## config.mk

```make
export PLATFORM = sky130hd
export DESIGN_NAME = core_multicycle_sequencer
export DESIGN_NICKNAME = d
export VERILOG_FILES = /design/src/rtl/core_multicycle_sequencer.sv
export SDC_FILE = /design/constraint.sdc
export NUM_CORES = 1
export LEC_CHECK = 0
export BUFFER_PORTS_ARGS = -buffer_cell sky130_fd_sc_hd__buf_2
export CAP_MARGIN = 10
export CORE_MARGIN = 2
export CORE_UTILIZATION = 35
export CTS_CLUSTER_SIZE = 28
export DETAILED_ROUTE_END_ITERATION = 7
export SYNTH_ARGS = -nofsm -noshare
export SYNTH_HDL_FRONTEND = slang
export SYNTH_SLANG_ARGS = --single-unit
export TNS_END_PERCENT = 100
```

## constraint.sdc

```tcl
create_clock -name i_clk -period 3 [get_ports i_clk]
set_clock_uncertainty 0.05 [all_clocks]
set_input_delay 0.75 -clock i_clk [delete_from_list [all_inputs] [get_ports i_clk]]
set_output_delay 0.75 -clock i_clk [all_outputs]
set_load 0.03 [all_outputs]
```

## src/rtl/core_multicycle_sequencer.sv

```systemverilog
// Multi-cycle control sequencer: owns PC and instruction register, runs FETCH -> EXEC -> (MEM) -> COMMIT.
// Latency: 4 cycles per non-memory instruction, 6 per memory instruction with ready=1 and next-cycle responses.
// Backpressure: request valids are Moore and held until ready; WAIT states halt on bus error or timeout.
module core_multicycle_sequencer #(
  parameter int               XLEN     = 32,
  parameter logic [XLEN-1:0]  RESET_PC = 32'h80000000,
  parameter int               TIMEOUT  = 255,
  parameter int               PERF_W   = 32
) (
  input  logic              i_clk,
  input  logic              i_rst,
  output logic              o_ifu_req_valid,
  input  logic              i_ifu_req_ready,
  output logic [XLEN-1:0]   o_ifu_req_addr,
  input  logic              i_ifu_rsp_valid,
  input  logic [31:0]       i_ifu_rsp_inst,
  input  logic              i_ifu_rsp_err,
  input  logic [XLEN-1:0]   i_exu_dnpc,
  input  logic              i_exu_is_mem,
  input  logic              i_exu_regwrite,
  input  logic              i_exu_csr_en,
  input  logic              i_exu_is_ecall,
  input  logic              i_exu_is_ebreak,
  output logic              o_lsu_req_valid,
  input  logic              i_lsu_req_ready,
  input  logic              i_lsu_rsp_valid,
  input  logic              i_lsu_rsp_err,
  output logic [XLEN-1:0]   o_pc,
  output logic [31:0]       o_inst,
  output logic              o_gpr_wen,
  output logic              o_csr_wen,
  output logic              o_ecall_en,
  output logic              o_commit,
  output logic              o_halt,
  output logic [1:0]        o_halt_cause,
  output logic [PERF_W-1:0] o_perf_cycles,
  output logic [PERF_W-1:0] o_perf_instret
);

  // Wide enough to hold TIMEOUT-1, the last value seen before a timeout fires.
  localparam int WAIT_W = (TIMEOUT < 2) ? 1 : $clog2(TIMEOUT);
  localparam logic [WAIT_W-1:0] WAIT_LAST = WAIT_W'(TIMEOUT - 1);

  localparam logic [1:0] CAUSE_NONE    = 2'd0;
  localparam logic [1:0] CAUSE_EBREAK  = 2'd1;
  localparam logic [1:0] CAUSE_BUSERR  = 2'd2;
  localparam logic [1:0] CAUSE_TIMEOUT = 2'd3;

  typedef enum logic [2:0] {
    S_FETCH_REQ,
    S_FETCH_WAIT,
    S_EXEC,
    S_MEM_REQ,
    S_MEM_WAIT,
    S_COMMIT,
    S_HALT
  } state_t;

  state_t              r_state;
  state_t              w_state_nxt;
  logic [XLEN-1:0]     r_pc;
  logic [31:0]         r_inst;
  logic [1:0]          r_halt_cause;
  logic [1:0]          w_halt_cause_nxt;
  logic [WAIT_W-1:0]   r_wait;
  logic                w_wait_clr;
  logic                w_wait_inc;
  logic                w_inst_ld;
  logic                w_commit;
  logic [PERF_W-1:0]   r_perf_cycles;
  logic [PERF_W-1:0]   r_perf_instret;

  // Next-state decode; WAIT states resolve response before timeout so a last-cycle response wins.
  always_comb begin
    w_state_nxt      = r_state;
    w_halt_cause_nxt = r_halt_cause;
    w_wait_clr       = 1'b0;
    w_wait_inc       = 1'b0;
    w_inst_ld        = 1'b0;
    w_commit         = 1'b0;
    case (r_state)
      S_FETCH_REQ: begin
        if (i_ifu_req_ready) begin
          w_state_nxt = S_FETCH_WAIT;
          w_wait_clr  = 1'b1;
        end
      end
      S_FETCH_WAIT: begin
        if (i_ifu_rsp_valid) begin
          if (i_ifu_rsp_err) begin
            w_state_nxt      = S_HALT;
            w_halt_cause_nxt = CAUSE_BUSERR;
          end else begin
            w_state_nxt = S_EXEC;
            w_inst_ld   = 1'b1;
          end
        end else if (r_wait == WAIT_LAST) begin
          w_state_nxt      = S_HALT;
          w_halt_cause_nxt = CAUSE_TIMEOUT;
        end else begin
          w_wait_inc = 1'b1;
        end
      end
      S_EXEC: begin
        w_state_nxt = i_exu_is_mem ? S_MEM_REQ : S_COMMIT;
      end
      S_MEM_REQ: begin
        if (i_lsu_req_ready) begin
          w_state_nxt = S_MEM_WAIT;
          w_wait_clr  = 1'b1;
        end
      end
      S_MEM_WAIT: begin
        if (i_lsu_rsp_valid) begin
          if (i_lsu_rsp_err) begin
            w_state_nxt      = S_HALT;
            w_halt_cause_nxt = CAUSE_BUSERR;
          end else begin
            w_state_nxt = S_COMMIT;
          end
        end else if (r_wait == WAIT_LAST) begin
          w_state_nxt      = S_HALT;
          w_halt_cause_nxt = CAUSE_TIMEOUT;
        end else begin
          w_wait_inc = 1'b1;
        end
      end
      S_COMMIT: begin
        w_commit = 1'b1;
        if (i_exu_is_ebreak) begin
          w_state_nxt      = S_HALT;
          w_halt_cause_nxt = CAUSE_EBREAK;
        end else begin
          w_state_nxt = S_FETCH_REQ;
        end
      end
      S_HALT: begin
        w_state_nxt = S_HALT;
      end
      default: begin
        w_state_nxt = S_FETCH_REQ;
      end
    endcase
  end

  // State and halt-cause register.
  always_ff @(posedge i_clk) begin
    if (!i_rst) begin
      r_state      <= S_FETCH_REQ;
      r_halt_cause <= CAUSE_NONE;
    end else begin
      r_state      <= w_state_nxt;
      r_halt_cause <= w_halt_cause_nxt;
    end
  end

  // PC and instruction register; PC only moves at commit, taken verbatim from execute.
  always_ff @(posedge i_clk) begin
    if (!i_rst) begin
      r_pc   <= RESET_PC;
      r_inst <= '0;
    end else begin
      if (w_commit)  r_pc   <= i_exu_dnpc;
      if (w_inst_ld) r_inst <= i_ifu_rsp_inst;
    end
  end

  // Per-transaction wait counter, restarted each time a request is accepted.
  always_ff @(posedge i_clk) begin
    if (!i_rst) begin
      r_wait <= '0;
    end else if (w_wait_clr) begin
      r_wait <= '0;
    end else if (w_wait_inc) begin
      r_wait <= r_wait + 1'b1;
    end
  end

  // Performance counters; both wrap naturally and freeze once halted.
  always_ff @(posedge i_clk) begin
    if (!i_rst) begin
      r_perf_cycles  <= '0;
      r_perf_instret <= '0;
    end else begin
      if (r_state != S_HALT) r_perf_cycles  <= r_perf_cycles + 1'b1;
      if (w_commit)          r_perf_instret <= r_perf_instret + 1'b1;
    end
  end

  // Handshakes and enables are state-decoded and forced low while reset is asserted.
  always_comb begin
    o_ifu_req_valid = i_rst && (r_state == S_FETCH_REQ);
    o_lsu_req_valid = i_rst && (r_state == S_MEM_REQ);
    o_commit        = i_rst && w_commit;
    o_gpr_wen       = o_commit && i_exu_regwrite;
    o_csr_wen       = o_commit && i_exu_csr_en;
    o_ecall_en      = o_commit && i_exu_is_ecall;
  end

  assign o_ifu_req_addr = r_pc;
  assign o_pc           = r_pc;
  assign o_inst         = r_inst;
  assign o_halt         = (r_state == S_HALT);
  assign o_halt_cause   = r_halt_cause;
  assign o_perf_cycles  = r_perf_cycles;
  assign o_perf_instret = r_perf_instret;

endmodule

```

==> flow_summary.toml <==
[clock_tree]
htree_num_levels = 4
resized_gates_after_cts = 0
clk_path_buf_depth = 2
cell_chosen_for_the_clock_root = "sky130_fd_sc_hd__clkbuf_16"
post_cts.repair.setup_buffers = 0
cts.clk_slew.worst_paths_ns = 0.06
insertion_delay_ns = 0.41
cts_tree = "yes"
cts_inserted_buffers = 17
quantity_of_hold_fixing_buffers_added_after_cts = 0
clock_sink_count = 141

[floorplanning]
core_sq_um = 18000
pin_count = 246
die_area_sq_um = 19500
floorplan.rows = 49
floorplan.die.height_um = 139
initial_utilization_pct = 35.8
die_x_um = 139

[placement]
dpl-instance-area_sq_um = 7590
port_buffers = 245
routabilityCongestion = 0.823
place.detailed.instances = 1195
dp_hpwl_um = 11800
placement.setup.worst_slack_ns = 0.565

[power]
finalPower_mw = 4.47
peakVddDrop_v = 0.000356
total_leakage_power_nw = 3.51
power-per-cell-area_nw_per_um2 = 544

[drt]
detail_route.vias_per_cell = 5.04
route.vias.total = 6190
wl_um = 17100
drc = 0
dr.first_iter.drc_count = 323
wire_per_inst_um = 13.9
final_antenna_net_count = 0
dr.pass1.iters = 5

[logic_synthesis]
synth_area_per_cell_sq_um = 8.11
synthArstFlopShare_pct = 0
synth_enable_flop_cells = 0
yosys_register_bits = 141
synth-seq-area-share_pct = 43.9
yosys.area.top_type_share_pct = 43.9
netlist-cell-type-count = 51
synth_area_sq_um = 6420
syn_inst = 792
synth-main-ff-cell = "sky130_fd_sc_hd__dfxtp_1"
yosys_warnings = 0
mappedNetlistNets = 873
yosysTopAreaCell = "sky130_fd_sc_hd__dfxtp_1"
synth_top_cells_by_area = "sky130_fd_sc_hd__dfxtp_1 44%, sky130_fd_sc_hd__nand2_1 9.7%, sky130_fd_sc_hd__a21oi_1 7.8%, sky130_fd_sc_hd__buf_4 3.7%, sky130_fd_sc_hd__clkbuf_1 2.5%"

[sta]
worst_slew_pin_slew_ns = 0.912
period_share_pct = 92.4
finalWorstPathRequiredPeriod_ns = 2.77
fin_hold_ws_ns = 0.399
hold_violations = 0
slew_headroom_pct = 38.8
report.final.slew_viol_count = 0
rsz0062_at_grt = "no"
tns_ns = 0
finalSetupViolCount = 0
worst_slack_ns = 0.229
max_freq_mhz = 361

[worst_setup_path]
cp_top_family = "flip-flops"
worstSetupStartpointType = "flip-flop"
critPathSlowestCell = "sky130_fd_sc_hd__dfxtp_1"
critical_path.cell_chain = "nand3b_1, inv_1, buf_2"
critPathBufInv = 2
cpPeakStageDelay_ns = 0.59
end_kind = "primary output"
setup.worst_path.class = "flip-flop to primary output"
path_max_fanout = 14
crit_arrival_ns = 1.97
critical_path_required_ns = 2.20

[finish]
stdcell_count = 1227
fillCellCount = 1859
area_growth_pct = 28.0
layout.cells.most_common = "sky130_fd_sc_hd__buf_2"
post-route-cell-area_sq_um = 8220
final_antenna_diode_count = 0
num-nets-final = 1066
commonest_cells_after_routing_fill_and_taps_aside = "245 x sky130_fd_sc_hd__buf_2, 166 x sky130_fd_sc_hd__nand2_1, 141 x sky130_fd_sc_hd__dfxtp_1"
layout.core_utilization_pct = 45.8
fraction_of_layout_cells_with_a_size_suffix_above_1_pct = 29.9

[global_routing]
grt_start_max_net_pins = 60
total_overflow_reported_by_the_global_router = 0
antenna_found_initial = 0
grt_pass1_vias = 5510
groute.usage.overall_pct = 17.2
grt_pass1_wl_um = 28000

[job]
timing.max_cap.violations = 0

[outcome]
outcome = "complete, no violations"

[worst_hold_path]
worstHoldPathType = "flip-flop to flip-flop"
[layer usage]
metal | part of all wire (%) | up-vias | GRT usage [%]
met5 | 0 | - | 0
met4 | 1.8 | 0 | 5.58
met3 | 6.1 | 20 | 3.96
met2 | 46 | 187 | 27.1
met1 | 46 | 2841 | 23.4
li1 | - | 3142 | -
[where the power goes]
| part | switching, mW | total (mW) | internal, mW |
|---|---|---|---|
| Combinational | 0.184 | 0.286 | 0.102 |
| Sequential | 0.0188 | 1.91 | 1.90 |
| Clock | 0.864 | 2.27 | 1.41 |
[worst paths after layout]
check	slack (ns)	endpoint	from	cells past startpoint
setup reg to reg	0.55	o_perf_instret[18]	o_perf_instret[0]	5
hold / removal	0.40	o_inst[28]	o_inst[28]	2
hold reg to reg	0.40	o_inst[28]	o_inst[28]	2
setup / recovery	0.23	o_halt	r_state[1]	3
[state kept, by name (all words and copies together), names as in the netlist]
name / flops
o_halt_cause: 2
o_ifu_req_addr: 32
o_inst: 32
o_perf_cycles: 32
o_perf_instret: 32
r_state: 3
r_wait: 8
[worst reg2reg max path: stages (launching register included)]
cell and delay (ns):
sky130_fd_sc_hd__dfxtp_1 0.42, sky130_fd_sc_hd__ha_1 0.20, sky130_fd_sc_hd__nand3_1 0.19, sky130_fd_sc_hd__or4_1 0.81
sky130_fd_sc_hd__or4_1 0.56, sky130_fd_sc_hd__a21oi_1 0.15
[kinds of logic (layout without fill, tap and decap cells)]
family	after synthesis	count (layout)	share of synthesized area, %
DFF	141	141	43.9
muxes	13	13	2.05
adders and majority gates	4	4	0.779
buffers and inverters	100	306	7.83
AOI/OAI and AO/OA	170	170	15.8
xor gates and xnor gates	20	20	2.73
and+or+nand+nor	344	344	26.9
[synth_stat cells, types with 12 or more instances]
cell / instances
sky130_fd_sc_hd__xnor2_1: 13
sky130_fd_sc_hd__a21oi_1: 100
sky130_fd_sc_hd__dfxtp_1: 141
sky130_fd_sc_hd__clkbuf_1: 42
sky130_fd_sc_hd__nand2b_1: 21
sky130_fd_sc_hd__nand4_1: 17
sky130_fd_sc_hd__nand2_1: 166
sky130_fd_sc_hd__nand3_1: 27
sky130_fd_sc_hd__buf_4: 32
sky130_fd_sc_hd__nor2_1: 22
sky130_fd_sc_hd__mux2i_1: 12
sky130_fd_sc_hd__or4_1: 21
sky130_fd_sc_hd__o21ai_0: 13
sky130_fd_sc_hd__or3_1: 15
sky130_fd_sc_hd__inv_1: 18
sky130_fd_sc_hd__o31ai_1: 15
[final cells by class]
class                      count  area [sq um]  area share, %
multi-input combinational    551          3100           37.8
tap                          229           287           3.48
timing repair buffer         255          1300           15.8
inverter                      19          72.6          0.883
clock buffer                  17           425           5.17
clock inverter                15           210           2.56
sequential                   141          2820           34.3
No activity file was read; power rests on OpenSTA's default activity.
